## config.mk

```make
export PLATFORM = sky130hd
export DESIGN_NAME = fb_arbiter
export DESIGN_NICKNAME = d
export VERILOG_FILES = /design/src/rtl/fb_arbiter_pkg.sv /design/src/rtl/fb_clear_seq.sv /design/src/rtl/fb_arbiter.sv
export SDC_FILE = /design/constraint.sdc
export NUM_CORES = 1
export LEC_CHECK = 0
export CAP_MARGIN = 30
export CORE_MARGIN = 2
export CORE_UTILIZATION = 40
export CTS_BUF_LIST = sky130_fd_sc_hd__clkbuf_4 sky130_fd_sc_hd__clkbuf_8 sky130_fd_sc_hd__clkbuf_16
export DETAILED_ROUTE_END_ITERATION = 12
export PLACE_DENSITY = 0.73
export SLEW_MARGIN = 10
export SYNTH_ARGS = -nofsm -noshare
export SYNTH_HDL_FRONTEND = slang
export SYNTH_SLANG_ARGS = --single-unit
```

## constraint.sdc

```tcl
create_clock -name clk -period 1.7 [get_ports clk]
set_clock_uncertainty 0.15 [all_clocks]
set_input_delay 0.17 -clock clk [delete_from_list [all_inputs] [get_ports clk]]
set_output_delay 0.17 -clock clk [all_outputs]
set_load 0.1 [all_outputs]
```

## src/rtl/fb_arbiter_pkg.sv

```systemverilog
// Types and constants shared by the framebuffer arbiter, the CPU and the LCD reader.
package fb_arbiter_pkg;

  localparam int         FB_BYTES_DEF  = 256;
  localparam logic [7:0] CLS_VALUE_DEF = 8'h00;

  typedef enum logic {
    ST_IDLE  = 1'b0,
    ST_CLEAR = 1'b1
  } fb_state_e;

  // Who owns the RAM read that is returning this cycle.
  typedef enum logic [1:0] {
    OWN_NONE = 2'd0,
    OWN_LCD  = 2'd1,
    OWN_CPU  = 2'd2
  } fb_owner_e;

endpackage

```

## src/rtl/fb_clear_seq.sv

```systemverilog
// CLS sequencer: writes one byte per cycle over the whole framebuffer after a start pulse.
// Busy from the cycle after start for FB_BYTES cycles, then a one-cycle done; start while busy is ignored.
module fb_clear_seq
  import fb_arbiter_pkg::*;
#(
  parameter int ADDR_W   = 10,
  parameter int FB_BYTES = FB_BYTES_DEF
) (
  input  logic              clk,
  input  logic              rst_n,
  input  logic              start_i,
  output logic              busy_o,
  output logic              done_o,
  output logic              wr_en_o,
  output logic [ADDR_W-1:0] wr_addr_o
);

  localparam logic [ADDR_W-1:0] LAST_ADDR = ADDR_W'(FB_BYTES - 1);

  fb_state_e         state_q;
  logic [ADDR_W-1:0] cnt_q;
  logic              busy_q;
  logic              done_q;

  always_ff @(posedge clk or negedge rst_n) begin
    if (!rst_n) begin
      state_q <= ST_IDLE;
      cnt_q   <= '0;
      busy_q  <= 1'b0;
      done_q  <= 1'b0;
    end else begin
      done_q <= 1'b0;
      case (state_q)
        ST_IDLE: begin
          if (start_i) begin
            state_q <= ST_CLEAR;
            busy_q  <= 1'b1;
            cnt_q   <= '0;
          end
        end
        ST_CLEAR: begin
          if (cnt_q == LAST_ADDR) begin
            state_q <= ST_IDLE;
            busy_q  <= 1'b0;
            done_q  <= 1'b1;
            cnt_q   <= '0;
          end else begin
            cnt_q <= cnt_q + 1'b1;
          end
        end
        default: state_q <= ST_IDLE;
      endcase
    end
  end

  assign busy_o    = busy_q;
  assign done_o    = done_q;
  assign wr_en_o   = (state_q == ST_CLEAR);
  assign wr_addr_o = cnt_q;

endmodule

```

## src/rtl/fb_arbiter.sv

```systemverilog
// Single-port framebuffer RAM owner: LCD reader vs CPU (round-robin on ties) plus the CLS clear.
// Grants are combinational in the request cycle; read data returns one cycle later; CLEAR stalls both requesters.
module fb_arbiter
  import fb_arbiter_pkg::*;
#(
  parameter int                ADDR_W    = 10,
  parameter int                DATA_W    = 8,
  parameter int                FB_BYTES  = FB_BYTES_DEF,
  parameter logic [DATA_W-1:0] CLS_VALUE = DATA_W'(CLS_VALUE_DEF)
) (
  input  logic              clk,
  input  logic              rst_n,
  input  logic              lcd_req,
  input  logic [ADDR_W-1:0] lcd_addr,
  output logic              lcd_gnt,
  output logic [DATA_W-1:0] lcd_data,
  output logic              lcd_valid,
  input  logic              cpu_req,
  input  logic              cpu_we,
  input  logic [ADDR_W-1:0] cpu_addr,
  input  logic [DATA_W-1:0] cpu_wdata,
  output logic              cpu_gnt,
  output logic [DATA_W-1:0] cpu_rdata,
  output logic              cpu_rvalid,
  input  logic              cls_start,
  output logic              cls_busy,
  output logic              cls_done,
  output logic [ADDR_W-1:0] ram_addr,
  output logic              ram_we,
  output logic [DATA_W-1:0] ram_wdata,
  input  logic [DATA_W-1:0] ram_rdata
);

  localparam logic [ADDR_W:0] FB_LIM = (ADDR_W+1)'(FB_BYTES);

  logic              live_q, live_d;
  fb_owner_e         last_q, last_d;
  fb_owner_e         rd_own_q, rd_own_d;
  logic              rd_oor_q, rd_oor_d;
  logic [ADDR_W-1:0] ram_addr_q, ram_addr_d;
  logic [DATA_W-1:0] lcd_data_q, lcd_data_d;
  logic [DATA_W-1:0] cpu_rdata_q, cpu_rdata_d;

  logic              clr_we;
  logic [ADDR_W-1:0] clr_addr;
  logic              lcd_oor, cpu_oor, gnt_ok;
  logic [DATA_W-1:0] rd_val;

  fb_clear_seq #(
    .ADDR_W   (ADDR_W),
    .FB_BYTES (FB_BYTES)
  ) u_clear (
    .clk       (clk),
    .rst_n     (rst_n),
    .start_i   (cls_start),
    .busy_o    (cls_busy),
    .done_o    (cls_done),
    .wr_en_o   (clr_we),
    .wr_addr_o (clr_addr)
  );

  assign lcd_oor = ({1'b0, lcd_addr} >= FB_LIM);
  assign cpu_oor = ({1'b0, cpu_addr} >= FB_LIM);
  // live_q keeps grants (and hence RAM strobes) quiet until the first edge after reset release.
  assign gnt_ok  = live_q && !cls_busy && !cls_start;

  always_comb begin
    lcd_gnt = 1'b0;
    cpu_gnt = 1'b0;
    if (gnt_ok) begin
      if (lcd_req && cpu_req) begin
        if (last_q == OWN_LCD) cpu_gnt = 1'b1;
        else                   lcd_gnt = 1'b1;
      end else begin
        lcd_gnt = lcd_req;
        cpu_gnt = cpu_req;
      end
    end
  end

  always_comb begin
    ram_addr  = ram_addr_q;
    ram_we    = 1'b0;
    ram_wdata = '0;
    if (clr_we) begin
      ram_addr  = clr_addr;
      ram_we    = 1'b1;
      ram_wdata = CLS_VALUE;
    end else if (lcd_gnt) begin
      ram_addr = lcd_addr;
    end else if (cpu_gnt) begin
      ram_addr  = cpu_addr;
      ram_we    = cpu_we && !cpu_oor;
      ram_wdata = cpu_wdata;
    end
  end

  always_comb begin
    live_d     = 1'b1;
    ram_addr_d = ram_addr;
    last_d     = last_q;
    rd_own_d   = OWN_NONE;
    rd_oor_d   = 1'b0;
    if (lcd_gnt) begin
      last_d   = OWN_LCD;
      rd_own_d = OWN_LCD;
      rd_oor_d = lcd_oor;
    end else if (cpu_gnt) begin
      last_d = OWN_CPU;
      if (!cpu_we) begin
        rd_own_d = OWN_CPU;
        rd_oor_d = cpu_oor;
      end
    end
  end

  // Returning data is presented straight from the RAM in its valid cycle, then held in the owner's register.
  always_comb begin
    rd_val      = rd_oor_q ? '0 : ram_rdata;
    lcd_valid   = (rd_own_q == OWN_LCD);
    cpu_rvalid  = (rd_own_q == OWN_CPU);
    lcd_data    = lcd_valid  ? rd_val : lcd_data_q;
    cpu_rdata   = cpu_rvalid ? rd_val : cpu_rdata_q;
    lcd_data_d  = lcd_data;
    cpu_rdata_d = cpu_rdata;
  end

  always_ff @(posedge clk or negedge rst_n) begin
    if (!rst_n) begin
      live_q      <= 1'b0;
      last_q      <= OWN_CPU;
      rd_own_q    <= OWN_NONE;
      rd_oor_q    <= 1'b0;
      ram_addr_q  <= '0;
      lcd_data_q  <= '0;
      cpu_rdata_q <= '0;
    end else begin
      live_q      <= live_d;
      last_q      <= last_d;
      rd_own_q    <= rd_own_d;
      rd_oor_q    <= rd_oor_d;
      ram_addr_q  <= ram_addr_d;
      lcd_data_q  <= lcd_data_d;
      cpu_rdata_q <= cpu_rdata_d;
    end
  end

endmodule

```

==> results of run 1 <==
[cells in the mapped netlist (5+ instances only)]
library cell and count:
o41ai_1 8, clkbuf_1 11, a21oi_1 10, inv_1 13, nand2b_1 12, o21ai_0 19
nor3_1 5, nor2_1 9, a2111oi_0 8, dfrtp_1 44, and3_1 8, nand2_1 32
nand3_1 7, nor4_1 8
[cell families after synthesis]
group	count (synthesis)	share of synthesized area [%]
AO/OA/AOI/OAI	67	20.0
XOR/XNOR	1	0.383
adder cells (fa/ha/maj)	1	0.546
buffers and inverters	31	5.79
flip-flops	45	49.2
other	1	0.164
AND/OR/NAND/NOR	102	23.9
[per-stage QoR]
step,std cells,instance area (um2),hold slack [ns]
after floorplan,248,2830,-0.276
after global placement,443,4450,-0.0378
after detailed placement,443,4450,-0.0333
after CTS,471,5090,0.209
[timing repair]
action / CTS
endpoints found under the setup margin: 52
pin swaps: 26
hold endpoints to repair: 44
hold buffers: 1
buffers inserted: 16
resized for setup: 73
gates cloned: 3
==> flow_summary.yaml, run 1 <==
outcome:
  status: "aborted with a tool error"
  failed_stage: "global routing"
  error: "[ERROR DPL-0033] detailed placement checks failed during check placement."
synthesis:
  ys_types: 47
  synthArstFlopShare_pct: 100
  seq_area_frac_synth_pct: 49.2
  synth_area_per_cell_um2: 9.23
  synth-edff-count: 0
  ys_warn_count: 0
  synthesis.area_mm2: 0.00229
  synthCells: 248
  syn-num-nets: 291
  synth_top_area_share_pct: 48.1
  post-synth-top-area-cell: "dfrtp_1"
  ys_seq_elements: 45
  synth_area_leaders: "dfrtp_1 48%, nand2_1 5.2%, o21ai_0 4.2%, nand2b_1 3.3%, a2111oi_0 3.1%"
  synthFlopType: "dfrtp_1"
sta:
  crit_endpoint: "ram_addr[8]"
  worst_endpoint_kind: "output port"
floorplanning:
  start_util_pct: 41.6
  rows: 27
  ios: 83
  die_y_um: 79.7
  fp.dieW_um: 79.7
placed_design:
  io_buffers: 82
  pre_cts_ws_ns: -0.697
  place.gp.congestion: 0.926
  dp_hpwl_mm: 6.10
global_routing:
  grt_start_max_net_pins: 31
  grt_antenna_before_repair: 0
clock_network:
  root_buffer: "clkbuf_8"
  htree_levels: 2
  clock_sink_count: 45
  clock_path_buffers: 2
  numCtsBuffers: 5
==> run 2, diff against run 1 <==
- CORE_UTILIZATION: 40 -> 30
- CTS_BUF_LIST: sky130_fd_sc_hd__clkbuf_4 sky130_fd_sc_hd__clkbuf_8 sky130_fd_sc_hd__clkbuf_16 -> default
- PLACE_DENSITY: 0.73 -> default
- PLACE_DENSITY_LB_ADDON: default -> 0.15
- clock period: 1.7 -> 2.2 ns (I/O delays scaled with it)
==> run 2 against run 1 <==
  * The flow now finishes, with violations (setup timing)
  * Synthesized cell count did not move
  * Area after synthesis did not move
==> flow_summary.yaml, run 2 <==
finish:
  final_util_pct: 64.2
  final_cell_mix: "42 x dfrtp_1, 42 x buf_12, 39 x clkdlybuf4s50_1"
  regArea_mm2: 0.00113
  multi_input_area_mm2: 0.00162
  fill_cells: 543
  synthToLayoutAreaGrowth_pct: 106
  final_nets: 412
  n_antenna_cell: 0
  final_cells: 469
  drive_gt1_share_pct: 44.3
setup_path:
  start_kind: "input port"
  cp.arrival_ns: 2.15
  timing_worst_setup_path_type: "in -> out"
  crit_fanout: 10
  r2r.worst_path.cells: 8
  critPathRequiredTime_ns: 1.83
  worst_setup_path_end_kind: "primary output"
floorplanning:
  rows: 31
  start_util_pct: 31.2
  die_area_mm2: 0.00835
  ios: 83
  fp.dieW_um: 91.4
  core_mm2: 0.00733
  die_y_um: 91.4
synthesis:
  syn-num-nets: 291
  post-synth-top-area-cell: "dfrtp_1"
  ys_seq_elements: 45
  synth-edff-count: 0
  ys_types: 47
  synth_top_area_share_pct: 48.1
  ys_warn_count: 0
  synthesis.area_mm2: 0.00229
  synth_area_leaders: "dfrtp_1 48%, nand2_1 5.2%, o21ai_0 4.2%, nand2b_1 3.3%, a2111oi_0 3.1%"
  synthArstFlopShare_pct: 100
  synthCells: 248
  synth_common_cells: "44 x dfrtp_1, 32 x nand2_1, 19 x o21ai_0"
  synth_area_per_cell_um2: 9.23
  seq_area_frac_synth_pct: 49.2
  synthFlopType: "dfrtp_1"
  yosysMostFrequentCell: "dfrtp_1"
sta:
  whs_ns: 0.312
  finalSetupViolCount: 20
  fmax_mhz: 397
  slew_violations: 0
  hold_violations: 0
  fin_crit_sh_pct: 115
  finalWorstSetupSlack_ns: -0.321
  worst_pin_slew_ns: 0.599
  max_slew_margin_pct: 60.0
  finalCriticalPeriod_ns: 2.52
  rsz0062_at_grt: "true"
  setup_tns_ns: -5.29
outcome:
  violations: "setup timing"
  status: "complete, but fails checks"
global_routing:
  grt_start_max_net_pins: 31
  grt_pass1_wl_mm: 12.2
  grt_pass1_vias: 2405
  grtUsageTotal_pct: 18.3
  grt_antenna_before_repair: 0
  overflow: 0
clock_network:
  numCtsBuffers: 5
  root_buffer: "clkbuf_8"
  htree_levels: 2
  clock_path_buffers: 2
  cts_tree: "done"
  insertion_delay_ns: 0.30
  clk_transition_reported_paths_ns: 0.08
  clock_sink_count: 45
routing:
  drt_iter0_markers: 100
  drt_pre_antenna_iters: 4
  avgRoutedWirePerCell_um: 16.9
  via_per_inst: 5.17
  drc_errors: 0
  vias: 2427
  routed_wl_mm: 7.91
  antenna_left: 0
min_path:
  hp-class: "in -> async"
run:
  drv_cap: 0
power:
  powerDensity_mw_per_mm2: 696
  leakage_nw: 1.92
  ir_drop_mv: 0.695
placed_design:
  place.gp.congestion: 0.812
  dpl.cell_count: 445
  io_buffers: 82
  dp_hpwl_mm: 5.41
run 2: final timing paths:
path,from,endpoint,slack [ns]
min reg2reg,cpu_rdata_q[0]$_DFF_PN0_,cpu_rdata_q[0]$_DFF_PN0_,0.35
min,rst_n,rd_own_q[0]$_DFF_PN0_,0.31
max reg2reg,u_clear.busy_o$_DFFE_PN0P_,rd_oor_q$_DFF_PN0_,0.09
max,lcd_req,ram_wdata[6],-0.32
max in group asynchronous,rst_n,lcd_data_q[1]$_DFF_PN0_,1.06
min in group clk,cpu_rdata_q[0]$_DFF_PN0_,cpu_rdata_q[0]$_DFF_PN0_,0.35
run 2: cell type report:
cell class,count,area share [%]
timing repair buffer,131,35.8
multi-input combinational,172,34.4
sequential,45,24.0
tap,99,2.63
clock buffer,7,1.62
inverter,13,1.28
clock inverter,1,0.159
timing repair inverter,1,0.106
run 2: critical path, stage by stage:
cell and delay, ns:
clkdlybuf4s50_1 0.57, clkinv_2 0.28, o211ai_1 0.42, clkinvlp_2 0.19
buf_6 0.15, and3_4 0.17, buf_12 0.16
run 2: metrics by stage:
step           total power, mW  cell area (um2)  worst slack [ns]
2_1_floorplan             2.12             2600            -0.477
3_3_place_gp              2.65             4090            -0.256
3_5_place_dp              2.67             4090            -0.265
4_1_cts                   3.21             4320            -0.293
5_1_grt                   3.43             4710            -0.369
6_report                  3.28             4710            -0.321
run 2: cells by family after synthesis:
kind of cell | after synthesis | synth area share (%)
xor+xnor | 1 | 0.383
buf+inv | 31 | 5.79
simple gates | 102 | 23.9
compound gates | 67 | 20.0
fa+ha+maj | 1 | 0.546
other cells | 1 | 0.164
flops | 45 | 49.2
run 2: metal layers:
metal	track usage [%]	part of all wire [%]
met5	0	0
met4	4.42	1.8
met3	3.24	3.9
met2	30.3	51
met1	24.8	44
run 2: repair_timing:
| action | CTS | global route |
|---|---|---|
| setup buffers | 3 | 9 |
| endpoints found under the hold margin | 22 | 0 |
| pin swaps | 10 | 20 |
| gates resized for setup | 30 | 45 |
| cloned | 1 | 2 |
| hold buffers | 1 | 0 |
| setup endpoints to repair | 21 | 28 |
run 2: power breakdown:
group | internal (mW) | switching [mW]
Clock | 0.225 | 0.284
Sequential | 0.971 | 0.152
Combinational | 0.637 | 1.01
No activity file was read; power rests on OpenSTA's default activity.
